<file path="config.mk">
export PLATFORM = sky130hd
export DESIGN_NAME = vga_timing_gen
export DESIGN_NICKNAME = d
export VERILOG_FILES = /design/src/rtl/vga_timing_gen_pkg.sv /design/src/rtl/pipe_delay.sv /design/src/rtl/vga_timing_gen.sv
export SDC_FILE = /design/constraint.sdc
export NUM_CORES = 1
export LEC_CHECK = 0
export ABC_AREA = 1
export CAP_MARGIN = 20
export CELL_PAD_IN_SITES_DETAIL_PLACEMENT = 1
export CELL_PAD_IN_SITES_GLOBAL_PLACEMENT = 1
export CORE_MARGIN = 3
export CORE_UTILIZATION = 31
export CTS_BUF_LIST = sky130_fd_sc_hd__clkbuf_4 sky130_fd_sc_hd__clkbuf_8
export DETAILED_ROUTE_END_ITERATION = 10
export GPL_ROUTABILITY_DRIVEN = 0
export PLACE_DENSITY = 0.78
export RECOVER_POWER = 50
export SLEW_MARGIN = 20
export SYNTH_ARGS = -nofsm -noshare
export SYNTH_HDL_FRONTEND = slang
export SYNTH_SLANG_ARGS = --single-unit
</file>
<file path="constraint.sdc">
create_clock -name clk -period 1.32 [get_ports clk]
set_input_delay 0.264 -clock clk [delete_from_list [all_inputs] [get_ports clk]]
set_output_delay 0.264 -clock clk [all_outputs]
set_load 0.02 [all_outputs]
</file>
<file path="src/rtl/vga_timing_gen_pkg.sv">
// Shared constants and types for the VGA raster timing path.
// Defaults describe 1280x1024 at 60 Hz with a 108 MHz pixel clock.
package vga_timing_gen_pkg;

    // Colour shown in the active area when the renderer does not own the pixel.
    localparam logic [23:0] COLOR_BACKGROUND = 24'h1A1A2E;

    localparam int DEF_H_ACTIVE = 1280;
    localparam int DEF_H_FP     = 48;
    localparam int DEF_H_SYNC   = 112;
    localparam int DEF_H_BP     = 248;

    localparam int DEF_V_ACTIVE = 1024;
    localparam int DEF_V_FP     = 1;
    localparam int DEF_V_SYNC   = 3;
    localparam int DEF_V_BP     = 38;

    // Pixel-aligned side signals. Sync bits are active-high here; polarity
    // is applied only in the output register.
    typedef struct packed {
        logic de;
        logic hs;
        logic vs;
    } sync_t;

endpackage

</file>
<file path="src/rtl/pipe_delay.sv">
// Fixed-depth shift register for pixel-aligned side signals.
// DEPTH=0 degenerates to a plain wire.
module pipe_delay #(
    parameter int               WIDTH     = 1,
    parameter int               DEPTH     = 1,
    parameter logic [WIDTH-1:0] RESET_VAL = '0
) (
    input  logic             clk,
    input  logic             rst_n,
    input  logic [WIDTH-1:0] d,
    output logic [WIDTH-1:0] q
);

    generate
        if (DEPTH == 0) begin : g_wire
            assign q = d;
        end else begin : g_pipe
            logic [WIDTH-1:0] stages [DEPTH];

            // Shift one stage per clock; reset loads every stage.
            always_ff @(posedge clk or negedge rst_n) begin
                if (!rst_n) begin
                    for (int i = 0; i < DEPTH; i++) stages[i] <= RESET_VAL;
                end else begin
                    stages[0] <= d;
                    for (int i = 1; i < DEPTH; i++) stages[i] <= stages[i-1];
                end
            end

            assign q = stages[DEPTH-1];
        end
    endgenerate

endmodule

</file>
<file path="src/rtl/vga_timing_gen.sv">
// Raster counters, sync/DE decode and registered VGA output stage.
// Renderer data returns DRAW_LATENCY cycles after the coordinate; the decoded
// sync/DE are delayed by the same amount so the output register sees them aligned.
module vga_timing_gen
    import vga_timing_gen_pkg::*;
#(
    parameter int PIX_WIDTH    = 12,
    parameter int H_ACTIVE     = DEF_H_ACTIVE,
    parameter int H_FP         = DEF_H_FP,
    parameter int H_SYNC       = DEF_H_SYNC,
    parameter int H_BP         = DEF_H_BP,
    parameter int V_ACTIVE     = DEF_V_ACTIVE,
    parameter int V_FP         = DEF_V_FP,
    parameter int V_SYNC       = DEF_V_SYNC,
    parameter int V_BP         = DEF_V_BP,
    parameter bit HS_POL       = 1'b1,
    parameter bit VS_POL       = 1'b1,
    parameter int DRAW_LATENCY = 2
) (
    input  logic                 clk,
    input  logic                 rst_n,
    output logic [PIX_WIDTH-1:0] pix_x_o,
    output logic [PIX_WIDTH-1:0] pix_y_o,
    output logic                 pix_active_o,
    output logic                 vblank_start_o,
    input  logic [23:0]          vga_data_i,
    input  logic                 vga_data_en_i,
    output logic [23:0]          vga_rgb_o,
    output logic                 vga_hs_o,
    output logic                 vga_vs_o,
    output logic                 vga_de_o
);

    localparam int H_TOTAL  = H_ACTIVE + H_FP + H_SYNC + H_BP;
    localparam int V_TOTAL  = V_ACTIVE + V_FP + V_SYNC + V_BP;
    localparam int HS_START = H_ACTIVE + H_FP;
    localparam int HS_END   = HS_START + H_SYNC;
    localparam int VS_START = V_ACTIVE + V_FP;
    localparam int VS_END   = VS_START + V_SYNC;

    logic [PIX_WIDTH-1:0] h_cnt;
    logic [PIX_WIDTH-1:0] v_cnt;
    logic                 h_last;
    logic                 v_last;
    sync_t                raw;
    sync_t                dly;
    logic [2:0]           raw_bits;
    logic [2:0]           dly_bits;

    assign h_last = (h_cnt == PIX_WIDTH'(H_TOTAL - 1));
    assign v_last = (v_cnt == PIX_WIDTH'(V_TOTAL - 1));

    // Free-running raster counters; v advances only on the h wrap.
    always_ff @(posedge clk or negedge rst_n) begin
        if (!rst_n) begin
            h_cnt <= '0;
            v_cnt <= '0;
        end else if (h_last) begin
            h_cnt <= '0;
            v_cnt <= v_last ? '0 : v_cnt + 1'b1;
        end else begin
            h_cnt <= h_cnt + 1'b1;
        end
    end

    // Raw decodes straight from the counter registers.
    always_comb begin
        raw    = '0;
        raw.de = (h_cnt < PIX_WIDTH'(H_ACTIVE)) && (v_cnt < PIX_WIDTH'(V_ACTIVE));
        raw.hs = (h_cnt >= PIX_WIDTH'(HS_START)) && (h_cnt < PIX_WIDTH'(HS_END));
        raw.vs = (v_cnt >= PIX_WIDTH'(VS_START)) && (v_cnt < PIX_WIDTH'(VS_END));
    end

    assign pix_x_o        = h_cnt;
    assign pix_y_o        = v_cnt;
    assign pix_active_o   = raw.de;
    assign vblank_start_o = (h_cnt == '0) && (v_cnt == PIX_WIDTH'(V_ACTIVE));

    assign raw_bits = raw;

    pipe_delay #(
        .WIDTH     (3),
        .DEPTH     (DRAW_LATENCY),
        .RESET_VAL (3'b000)
    ) u_sync_dly (
        .clk   (clk),
        .rst_n (rst_n),
        .d     (raw_bits),
        .q     (dly_bits)
    );

    assign dly = sync_t'(dly_bits);

    // Output register: apply sync polarity and force black outside the active area.
    always_ff @(posedge clk or negedge rst_n) begin
        if (!rst_n) begin
            vga_rgb_o <= 24'h0;
            vga_de_o  <= 1'b0;
            vga_hs_o  <= !HS_POL;
            vga_vs_o  <= !VS_POL;
        end else begin
            vga_de_o <= dly.de;
            vga_hs_o <= dly.hs ? HS_POL : !HS_POL;
            vga_vs_o <= dly.vs ? VS_POL : !VS_POL;
            if (dly.de) vga_rgb_o <= vga_data_en_i ? vga_data_i : COLOR_BACKGROUND;
            else        vga_rgb_o <= 24'h0;
        end
    end

endmodule
</file>
==> results.json <==
{
  "ys_top_cells_by_area": "dfrtp_1, nand2_1, inv_1",
  "synthArstFlopShare": 1.00,
  "synth_top_area_frac": 0.549,
  "vias_per_cell": 4.80,
  "finalSetupViolCount": 32,
  "rsz0062_at_grt": "true",
  "power_density_nw_per_um2": 852,
  "grt_usage": 0.205,
  "hold_viol": 0,
  "cts_htree_levels": 3,
  "hold_path.class": "flop to flop",
  "hold_ws_ps": 351,
  "detailedRoute.firstPassIterationCount": 6,
  "endpoint_kind": "output port",
  "ios": 80,
  "worstPathArrival_ps": 1570,
  "fmax_ghz": 0.544,
  "critPathLaunchType": "flop",
  "fp.dieH_um": 97.5,
  "drive_gt1_frac": 0.388,
  "cts.path.max_buffers": 2,
  "ys_types": 25,
  "clkTransAtPathRegs_ps": 70,
  "core_sq_um": 7930,
  "clock_latency_ps": 330,
  "cts_sinks": 57,
  "worst_slew_pin_slew_ps": 738,
  "cap_viol_max_count": 0,
  "syn_avg_cell_area_sq_um": 8.16,
  "numCtsBuffers": 9,
  "violations": "setup timing",
  "area_delta_synth_final_pct": 76.9,
  "start_util": 0.327,
  "slowest_delay_ps": 410,
  "instances_no_fill": 576,
  "syn_area_sq_um": 2600,
  "grt_antenna_before_repair": 0,
  "worst_ep_required_time_ps": 1060,
  "finClkSkew_ps": 9.43,
  "slew_violations": 0,
  "fin_crit_sh": 1.39,
  "timing.slew.headroom": 0.508,
  "path_max_fanout": 2,
  "ir_drop_mv": 0.453,
  "setup_tns_ps": -7320,
  "drc": 0,
  "yosys_warnings": 0,
  "grt_start_max_net_pins": 58,
  "die_area_sq_um": 9510,
  "layout.nets": 503,
  "critical_path_class": "flop to output port",
  "rows": 32,
  "io_buffers": 79,
  "fp.dieW_um": 97.5,
  "status": "finished with violations",
  "grt-ovfl-total": 0,
  "grt_pass1_vias": 3030,
  "dp_hpwl_um": 6040,
  "cpMaxStageDelayCell": "dfrtp_2",
  "placed_cells": 543,
  "synth-seq-area-share": 0.549,
  "drt-initial-drc-count": 117,
  "min_period_ps": 1840,
  "synth_commonest_cells": "nand2_1, dfrtp_1, inv_1, nor2_1, nand3_1",
  "grt_pass1_wl_um": 15600,
  "vias": 2766,
  "synth_top_cell_by_area": "dfrtp_1",
  "worstPathCellList": "inv_1, nand2_1, nor3_4, nand3_2, nor2_4, buf_6",
  "diodes": 0,
  "final.setup.worst_slack_ps": -518,
  "synth_edf_count": 0,
  "routed_wirelength_um": 10500,
  "postRouteAntennaNets": 0,
  "synth_top_flop_cell": "dfrtp_1",
  "synth_fp_nets": 350,
  "total_leakage_power_nw": 2.30,
  "wl_per_cell_um": 18.2,
  "ys_ff_latch": 57,
  "yosysMostFrequentCell": "nand2_1",
  "tritoncts": "yes",
  "synth_cells": 318,
  "cts_root_buf": "clkbuf_8"
}
[sequential cells by signal, indices dropped and copies added, names as in the netlist]
register,flops
u_sync_dly.g_pipe.stages,3
pix_x_o,12
u_sync_dly.q,3
vga_de_o,1
vga_rgb_o,24
vga_vs_o,1
vga_hs_o,1
pix_y_o,12
[power breakdown]
part / leakage [nW] / internal [mW] / total, mW / switching, mW
Clock: 0.111 / 1.14 / 1.86 / 0.717
Sequential: 0.702 / 1.78 / 1.79 / 0.00900
Combinational: 1.48 / 0.122 / 0.261 / 0.139
Total: 2.30 / 3.05 / 3.91 / 0.865
[final timing paths]
check	from	endpoint	slack [ps]	depth (start not counted)
min in group asynchronous	rst_n	pix_x_o[11]	630	3
min reg2reg	u_sync_dly.g_pipe.stages[5]	u_sync_dly.q[2]	350	0
max in group asynchronous	rst_n	pix_y_o[0]	160	3
max reg2reg	pix_x_o[6]	pix_y_o[10]	-430	10
min	u_sync_dly.g_pipe.stages[5]	u_sync_dly.q[2]	350	0
max	pix_y_o[11]	vblank_start_o	-520	6
[layout make-up]
class / instances / area (sq um)
Tap cell: 102 / 128
Clock inverter: 3 / 65.1
Clock buffer: 11 / 151
Fill cell: 917 / 3340
Sequential cell: 57 / 1440
Timing Repair Buffer: 146 / 1350
Multi-Input combinational cell: 196 / 1220
Inverter: 61 / 241
[layout by cell type (no fill, tap or decap), types with 16 or more instances in the layout]
cell type / n
buf_4: 47
clkdlybuf4s50_1: 25
buf_6: 40
dlygate4sd2_1: 26
inv_1: 45
nand2_1: 62
dfrtp_1: 49
nor2_1: 31
nand3_1: 16
[through the flow]
step	setup WS, ps	power [mW]	utilization	area (sq um)
floorplan	-54.3	1.91	-	2640
global placement	-554	2.11	0.492	3900
detailed placement	-605	2.12	0.492	3900
CTS	-448	3.92	0.541	4290
global route	-584	4.04	0.579	4590
finish	-518	3.91	0.579	4590
[worst max-delay path: cells and delay by family (launching register included)]
family	cells	cell delay [ps]
AND/OR/NAND/NOR	4	630
buffers and inverters	2	210
flip-flops	1	410
[layer usage]
metal / up-vias / wire, um / share of wire / track usage
met2: 100 / 5340 / 0.51 / 0.364
met4: 0 / 240 / 0.023 / 0.0628
li1: 1283 / - / - / -
met3: 21 / 534 / 0.051 / 0.0596
met5: - / 0 / 0 / 0
met1: 1362 / 4350 / 0.42 / 0.238
[cell families (layout without fill, tap and decap cells)]
group           count (synthesis)  count (layout)  share of synthesized area
compound gates                 19              19                     0.0376
xor+xnor                        4               4                     0.0135
fa+ha+maj                       5               5                     0.0241
buf+inv                        65             221                     0.0983
flops                          57              57                      0.549
simple gates                  168             168                      0.277
[repair_timing]
item,4_1_cts,5_1_grt
pin swaps,10,11
hold buffers,1,0
endpoints found under the setup margin,75,47
gates cloned,0,0
setup buffers,14,12
hold endpoints to repair,57,0
gates resized for setup,202,81
(Power assumes the default switching activity.)
